$ cat src/rtl/synth_pkg.sv
// Shared types and constants for the wavetable voice control path.
// MIDI status nibbles, real-time threshold and FSM state encodings.
package synth_pkg;

  localparam logic [3:0] ST_NOTE_OFF = 4'h8;
  localparam logic [3:0] ST_NOTE_ON  = 4'h9;
  localparam logic [3:0] ST_PROG     = 4'hC;

  localparam logic [7:0] RT_THRESH   = 8'hF8;

  typedef enum logic [1:0] {
    P_IDLE,
    P_DATA1,
    P_DATA2,
    P_SKIP
  } parse_state_e;

  typedef enum logic [1:0] {
    L_IDLE,
    L_REQ,
    L_WAIT
  } load_state_e;

endpackage

$ cat src/rtl/midi_parser.sv
// MIDI byte parser with running status for one channel.
// Emits a single-cycle msg_dv alongside the byte that completes a message.
module midi_parser
  import synth_pkg::*;
#(
  parameter logic [3:0] MIDI_CHANNEL = 4'd0
) (
  input  logic       clk,
  input  logic       rst_n,
  input  logic [7:0] midi_byte,
  input  logic       midi_byte_dv,
  output logic       msg_dv,
  output logic [3:0] msg_type,
  output logic [6:0] msg_d1,
  output logic [6:0] msg_d2
);

  parse_state_e state_q, state_d;
  logic [3:0]   rs_q, rs_d;
  logic         rs_vld_q, rs_vld_d;
  logic [6:0]   d1_q, d1_d;
  logic         take_d1;
  logic         chan_ok;

  assign chan_ok = (midi_byte[3:0] == MIDI_CHANNEL) &&
                   ((midi_byte[7:4] == ST_NOTE_OFF) ||
                    (midi_byte[7:4] == ST_NOTE_ON)  ||
                    (midi_byte[7:4] == ST_PROG));

  // Byte decode: status handling, data collection, message completion
  always_comb begin
    state_d  = state_q;
    rs_d     = rs_q;
    rs_vld_d = rs_vld_q;
    d1_d     = d1_q;
    msg_dv   = 1'b0;
    msg_type = rs_q;
    msg_d1   = midi_byte[6:0];
    msg_d2   = midi_byte[6:0];
    take_d1  = 1'b0;
    if (midi_byte_dv && (midi_byte < RT_THRESH)) begin
      if (midi_byte[7]) begin
        if (chan_ok) begin
          rs_d     = midi_byte[7:4];
          rs_vld_d = 1'b1;
          state_d  = P_DATA1;
        end else begin
          rs_vld_d = 1'b0;
          state_d  = P_SKIP;
        end
      end else begin
        unique case (state_q)
          P_IDLE:  take_d1 = rs_vld_q;
          P_DATA1: take_d1 = 1'b1;
          P_DATA2: begin
            msg_dv  = 1'b1;
            msg_d1  = d1_q;
            state_d = P_IDLE;
          end
          P_SKIP:  ;
        endcase
        if (take_d1) begin
          d1_d = midi_byte[6:0];
          if (rs_q == ST_PROG) begin
            msg_dv  = 1'b1;
            msg_d2  = 7'd0;
            state_d = P_IDLE;
          end else begin
            state_d = P_DATA2;
          end
        end
      end
    end
  end

  // Parser state registers
  always_ff @(posedge clk or negedge rst_n) begin
    if (!rst_n) begin
      state_q  <= P_IDLE;
      rs_q     <= 4'd0;
      rs_vld_q <= 1'b0;
      d1_q     <= 7'd0;
    end else begin
      state_q  <= state_d;
      rs_q     <= rs_d;
      rs_vld_q <= rs_vld_d;
      d1_q     <= d1_d;
    end
  end

endmodule

$ cat src/rtl/midi_voice_ctrl.sv
// Mono voice control: note registers plus wavetable load sequencing.
// A program is published only once its wavetable load has completed.
module midi_voice_ctrl
  import synth_pkg::*;
#(
  parameter logic [3:0] MIDI_CHANNEL = 4'd0,
  parameter int         NUM_WTB      = 32,
  parameter int         BOOT_LOAD    = 1
) (
  input  logic       clk,
  input  logic       rst_n,
  input  logic [7:0] midi_byte,
  input  logic       midi_byte_dv,
  output logic       wtb_load,
  output logic [4:0] wtb_num,
  input  logic [4:0] wtb_load_num,
  input  logic       wtb_load_done,
  output logic [6:0] program_num,
  output logic [6:0] note_num,
  output logic [6:0] note_vel,
  output logic       load_busy
);

  logic       msg_dv;
  logic [3:0] msg_type;
  logic [6:0] msg_d1;
  logic [6:0] msg_d2;

  midi_parser #(
    .MIDI_CHANNEL(MIDI_CHANNEL)
  ) u_parser (
    .clk         (clk),
    .rst_n       (rst_n),
    .midi_byte   (midi_byte),
    .midi_byte_dv(midi_byte_dv),
    .msg_dv      (msg_dv),
    .msg_type    (msg_type),
    .msg_d1      (msg_d1),
    .msg_d2      (msg_d2)
  );

  load_state_e lstate_q, lstate_d;
  logic [4:0]  wtb_num_q, wtb_num_d;
  logic        wtb_load_q, wtb_load_d;
  logic        busy_q, busy_d;
  logic [6:0]  program_q, program_d;
  logic        pend_vld_q, pend_vld_d;
  logic [4:0]  pend_num_q, pend_num_d;
  logic        boot_done_q;
  logic [6:0]  note_num_q, note_num_d;
  logic [6:0]  note_vel_q, note_vel_d;

  logic pc_req;
  logic note_on;
  logic note_off;
  logic boot_req;
  logic done_hit;

  assign pc_req   = msg_dv && (msg_type == ST_PROG) &&
                    ({25'd0, msg_d1} < 32'(NUM_WTB));
  assign note_on  = msg_dv && (msg_type == ST_NOTE_ON) &&
                    (msg_d2 != 7'd0);
  assign note_off = msg_dv &&
                    ((msg_type == ST_NOTE_OFF) ||
                     ((msg_type == ST_NOTE_ON) && (msg_d2 == 7'd0)));
  assign boot_req = (BOOT_LOAD != 0) && !boot_done_q;
  assign done_hit = wtb_load_done && (wtb_load_num == wtb_num_q);

  // Voice registers: last-note priority, release only the sounding note
  always_comb begin
    note_num_d = note_num_q;
    note_vel_d = note_vel_q;
    if (note_on) begin
      note_num_d = msg_d1;
      note_vel_d = msg_d2;
    end else if (note_off && (msg_d1 == note_num_q)) begin
      note_vel_d = 7'd0;
    end
  end

  // Load sequencer; a same-cycle program change overrides the pending slot
  always_comb begin
    lstate_d   = lstate_q;
    wtb_num_d  = wtb_num_q;
    wtb_load_d = 1'b0;
    busy_d     = busy_q;
    program_d  = program_q;
    pend_vld_d = pend_vld_q;
    pend_num_d = pend_num_q;
    unique case (lstate_q)
      L_IDLE: begin
        if (boot_req || pc_req) begin
          wtb_num_d  = boot_req ? 5'd0 : msg_d1[4:0];
          wtb_load_d = 1'b1;
          busy_d     = 1'b1;
          lstate_d   = L_REQ;
          if (boot_req && pc_req) begin
            pend_vld_d = 1'b1;
            pend_num_d = msg_d1[4:0];
          end
        end
      end
      L_REQ: begin
        lstate_d = L_WAIT;
        if (pc_req) begin
          pend_vld_d = 1'b1;
          pend_num_d = msg_d1[4:0];
        end
      end
      L_WAIT: begin
        if (done_hit) begin
          program_d = {2'b00, wtb_num_q};
          busy_d    = 1'b0;
          lstate_d  = L_IDLE;
          if (pc_req || pend_vld_q) begin
            wtb_num_d  = pc_req ? msg_d1[4:0] : pend_num_q;
            wtb_load_d = 1'b1;
            busy_d     = 1'b1;
            pend_vld_d = 1'b0;
            lstate_d   = L_REQ;
          end
        end else if (pc_req) begin
          pend_vld_d = 1'b1;
          pend_num_d = msg_d1[4:0];
        end
      end
      default: lstate_d = L_IDLE;
    endcase
  end

  // State and output registers
  always_ff @(posedge clk or negedge rst_n) begin
    if (!rst_n) begin
      lstate_q    <= L_IDLE;
      wtb_num_q   <= 5'd0;
      wtb_load_q  <= 1'b0;
      busy_q      <= 1'b0;
      program_q   <= 7'd0;
      pend_vld_q  <= 1'b0;
      pend_num_q  <= 5'd0;
      boot_done_q <= 1'b0;
      note_num_q  <= 7'd0;
      note_vel_q  <= 7'd0;
    end else begin
      lstate_q    <= lstate_d;
      wtb_num_q   <= wtb_num_d;
      wtb_load_q  <= wtb_load_d;
      busy_q      <= busy_d;
      program_q   <= program_d;
      pend_vld_q  <= pend_vld_d;
      pend_num_q  <= pend_num_d;
      boot_done_q <= 1'b1;
      note_num_q  <= note_num_d;
      note_vel_q  <= note_vel_d;
    end
  end

  assign wtb_load    = wtb_load_q;
  assign wtb_num     = wtb_num_q;
  assign load_busy   = busy_q;
  assign program_num = program_q;
  assign note_num    = note_num_q;
  assign note_vel    = note_vel_q;

endmodule
$ cat config.mk
export PLATFORM = sky130hd
export DESIGN_NAME = midi_voice_ctrl
export DESIGN_NICKNAME = d
export VERILOG_FILES = /design/src/rtl/synth_pkg.sv /design/src/rtl/midi_parser.sv /design/src/rtl/midi_voice_ctrl.sv
export SDC_FILE = /design/constraint.sdc
export NUM_CORES = 1
export LEC_CHECK = 0
export BUFFER_PORTS_ARGS = -buffer_cell sky130_fd_sc_hd__buf_2
export CAP_MARGIN = 30
export CORE_MARGIN = 4
export CORE_UTILIZATION = 56
export DETAILED_ROUTE_END_ITERATION = 7
export GPL_ROUTABILITY_DRIVEN = 0
export PLACE_DENSITY_LB_ADDON = 0.25
export SLEW_MARGIN = 5
export SYNTH_ARGS = -nofsm -noshare
export SYNTH_HDL_FRONTEND = slang
export SYNTH_SLANG_ARGS = --single-unit
$ cat constraint.sdc
create_clock -name clk -period 2.73 [get_ports clk]
set_clock_uncertainty 0.2 [all_clocks]
set_input_delay 0.4095 -clock clk [delete_from_list [all_inputs] [get_ports clk]]
set_output_delay 0.4095 -clock clk [all_outputs]
set_load 0.01 [all_outputs]
==> results.sh <==
export IMPL_run_status="finished with violations"
export IMPL_violations="hold timing"
export IMPL_buffer_ports_inserted=42
export IMPL_worstRegToRegCells=8
export IMPL_max_cap_violations=0
export IMPL_n_antenna_cell=0
export IMPL_initial_utilization_pct=59.3
export IMPL_worstSetupPathType="register to register"
export IMPL_worst_r2r_endpoint="note_vel[3]"
export IMPL_root_buffer_cell="sky130_fd_sc_hd__clkbuf_8"
export IMPL_final_nets=307
export IMPL_floorplan_die_area_sq_um=5860
export IMPL_final_util_pct=68.5
export IMPL_yosysSeqAreaShare_pct=46.6
export IMPL_dp_hpwl_um=3820
export IMPL_drt_antenna_violating_nets=0
export IMPL_timing_final_crit_period_ns=2.56
export IMPL_post_dp_cell_area_sq_um=2900
export IMPL_share_clk_of_total_power_pct=20.1
export IMPL_reg2reg_slack_ns=0.17
export IMPL_holdCritPathClass="input pin to asynchronous set/reset pin"
export IMPL_final_hold_violation_count=23
export IMPL_cts_tree="yes"
export IMPL_synthTopCellsByArea="sky130_fd_sc_hd__dfrtp_1 47%, sky130_fd_sc_hd__mux2_2 13%, sky130_fd_sc_hd__mux2i_1 4.9%"
export IMPL_final_setup_viol_count=0
export IMPL_total_leakage_power_nw=1.44
export IMPL_die_height_um=76.6
export IMPL_syn_area_sq_um=2630
export IMPL_final_setup_tns_ns=0
export IMPL_vdd_ir_drop_worst_uv=579
export IMPL_synthArstFlopShare_pct=100
export IMPL_grt_setup_unrepaired="false"
export IMPL_synth_top_cell_area_share_pct=46.6
export IMPL_clock_sinks=49
export IMPL_power_switching_mw=1.08
export IMPL_netlist_top_cell_by_area="sky130_fd_sc_hd__dfrtp_1"
export IMPL_drt_pass1_iterations=4
export IMPL_slew_viol_final=0
export IMPL_syn_to_final_growth_pct=15.6
export IMPL_fp_row_count=24
export IMPL_synthFlopType="sky130_fd_sc_hd__dfrtp_1"
export IMPL_crit_path_max_incr_delay_ns=0.46
export IMPL_achievable_frequency_mhz=390
export IMPL_power_switching_fraction_pct=35.0
export IMPL_global_route_usage_over_all_layers_pct=19.4
export IMPL_power_report_internal_total_mw=2.00
export IMPL_dp_cells=328
export IMPL_vias=1935
export IMPL_synth_ff_latch_count=49
export IMPL_yosysWarnings=0
export IMPL_worst_setup_startpoint="u_parser.state_q[0]"
export IMPL_rr_startpoint="u_parser.state_q[0]"
export IMPL_design_power_total_mw=3.08
export IMPL_finish_cell_count_without_fillers=337
export IMPL_core_area_sq_um=4440
export IMPL_antenna_found_initial=0
export IMPL_setup_worst_path_start_class="register"
export IMPL_cpMaxStageDelayCell="sky130_fd_sc_hd__dfrtp_1"
export IMPL_path_max_fanout=7
export IMPL_p_comb_share_pct=39.6
export IMPL_boundaryPins=45
export IMPL_timing_endpoint_of_the_critical_path="note_vel[3]"
export IMPL_design_area_sq_um=3040
export IMPL_worst_slew_margin_rel_pct=59.2
export IMPL_global_route_wire_length_before_repair_um=9330
export IMPL_die_width_um=76.6
export IMPL_clkTransAtPathRegs_ns=0.09
export IMPL_grt_max_degree=50
export IMPL_routed_via_density=5.74
export IMPL_cp_data_arrival_time_ns=2.55
export IMPL_cts_hold_fix_buffers=0
export IMPL_cts_inserted_buffers=5
export IMPL_synth_lib_cells_used_distinct=44
export IMPL_final_wirelength_um=5350
export IMPL_drt_drc_violations_left=0
export IMPL_most_instantiated_library_cell_after_synthesis="sky130_fd_sc_hd__dfrtp_1"
export IMPL_worst_slew_pin_transition_ns=0.611
export IMPL_cp_cell_sequence="and4bb_1, buf_4, mux2_2, xnor2_1, nand3_1, nor4_4, buf_4, a21oi_1"
export IMPL_cellPowerDensity_nw_per_um2=1010
export IMPL_synth_cells_most_frequent="49 x sky130_fd_sc_hd__dfrtp_1, 31 x sky130_fd_sc_hd__mux2_2, 17 x sky130_fd_sc_hd__nor2_1"
export IMPL_drtIter0Drc=147
export IMPL_cts_max_level=2
export IMPL_number_of_enable_type_register_cells_in_the_synthesized_netlist=0
export IMPL_globalRoute_totalOverflow=0
export IMPL_whs_ns=-0.00672
export IMPL_cts_path_max_buffers=2
export IMPL_post_synthesis_average_cell_area_sq_um=11.4
export IMPL_route_detailed_wl_per_inst_um=15.9
export IMPL_crit_path_frequent_cell="sky130_fd_sc_hd__buf_4"
export IMPL_clk_latency_worst_skew_pair_ns=0.31
export IMPL_final_period_utilization_pct=93.9
export IMPL_layout_drive_gt1_share_pct=36.1
export IMPL_cp_data_required_time_ns=2.72
export IMPL_worstSetupEndpointType="register"
export IMPL_power_share_of_the_sequential_group_pct=40.3
export IMPL_netlist_instances=232
export IMPL_number_of_global_route_vias_before_repair=1881
-- worst max-delay path: cells and delay by family, from the launching register on --
kind,cells,cell delay [ns]
and+or+nand+nor,3,0.84
DFF,1,0.46
muxes,1,0.38
buffers and inverters,2,0.36
xor gates and xnor gates,1,0.15
AOI/OAI and AO/OA,1,0.05
-- logic make-up after synthesis --
group | Yosys count | share of synthesized area [%]
AND/OR/NAND/NOR | 56 | 11.5
flip-flops | 49 | 46.6
AO/OA/AOI/OAI | 46 | 12.1
multiplexers | 45 | 18.6
buffers and inverters | 16 | 4.09
XOR/XNOR | 12 | 3.99
adder cells (fa/ha/maj) | 6 | 2.85
other | 2 | 0.285
-- power groups by stage --
stage                     registers (mW)  clock network (mW)  logic, mW
final                               1.24               0.618       1.22
after global placement              1.24                   0       1.19
after detailed placement            1.25                   0       1.22
after global routing                1.28               0.650       1.36
after floorplan                     1.28                   0      0.833
after CTS                           1.23               0.625       1.23
-- final cells by class --
type	count	area (sq um)
fillers	339	1400
flip-flops and latches	49	1230
clock inverters	3	65.1
multi-input cells	168	1300
repair buffers	52	285
inverters	8	30.0
well taps	52	65.1
clock buffers	5	68.8
-- cell usage in the layout (no fill, tap or decap), types with 2 or more instances in the layout --
cell type	count
sky130_fd_sc_hd__a21oi_1	14
sky130_fd_sc_hd__a31o_2	2
sky130_fd_sc_hd__a31oi_1	3
sky130_fd_sc_hd__buf_2	42
sky130_fd_sc_hd__buf_4	10
sky130_fd_sc_hd__bufinv_16	2
sky130_fd_sc_hd__clkbuf_8	5
sky130_fd_sc_hd__conb_1	3
sky130_fd_sc_hd__dfrtp_1	49
sky130_fd_sc_hd__ha_1	6
sky130_fd_sc_hd__inv_1	8
sky130_fd_sc_hd__mux2_2	31
sky130_fd_sc_hd__mux2i_1	13
sky130_fd_sc_hd__nand2_1	10
sky130_fd_sc_hd__nand3_1	8
sky130_fd_sc_hd__nor2_1	17
sky130_fd_sc_hd__nor2b_1	5
sky130_fd_sc_hd__nor3_1	5
sky130_fd_sc_hd__o21a_1	2
sky130_fd_sc_hd__o21ai_0	10
sky130_fd_sc_hd__o21bai_1	2
sky130_fd_sc_hd__o22ai_1	6
sky130_fd_sc_hd__xnor2_1	5
sky130_fd_sc_hd__xor2_1	7
-- registers in the layout (all words and copies together), names as in the netlist, 2 cells and up --
name               flops
note_num               7
note_vel               7
u_parser.d1_q          7
pend_num_q             5
program_num            5
wtb_num                5
u_parser.msg_type      4
lstate_q               2
u_parser.state_q       2
-- metal layers --
layer  routed length (um)  vias to the layer above  GRT usage, %
met5                    0                        -             0
met2                 2420                       41          29.1
met1                 2650                      952          28.3
li1                     -                      934             -
met3                  206                        8          4.14
met4                   71                        0          5.43
-- worst min path at each step --
stage	startpoint	end	slack, ns	depth (start not counted)
3_5_place_dp	load_busy	load_busy	0.28	2
4_1_cts	rst_n	u_parser.state_q[0]	0.01	2
5_1_grt	rst_n	u_parser.msg_type[1]	0.05	2
6_report	rst_n	u_parser.state_q[0]	-0.007	2
2_1_floorplan	rst_n	boot_done_q	-0.09	0
3_3_place_gp	u_parser.msg_type[3]	u_parser.msg_type[3]	0.27	1
-- metrics by stage --
| step | hold slack (ns) | setup slack (ns) |
|---|---|---|
| 2_1_floorplan | -0.0861 | 0.325 |
| 4_1_cts | 0.0111 | 0.178 |
| 3_5_place_dp | 0.280 | 0.115 |
| 3_3_place_gp | 0.270 | 0.156 |
| 6_report | -0.00672 | 0.166 |
| 5_1_grt | 0.0530 | 0.0533 |
-- what timing repair did --
item	CTS	global route
setup endpoints to repair	0	1
buffers inserted	0	1
resized for setup	0	0
Power figures use the tool's default switching activity.
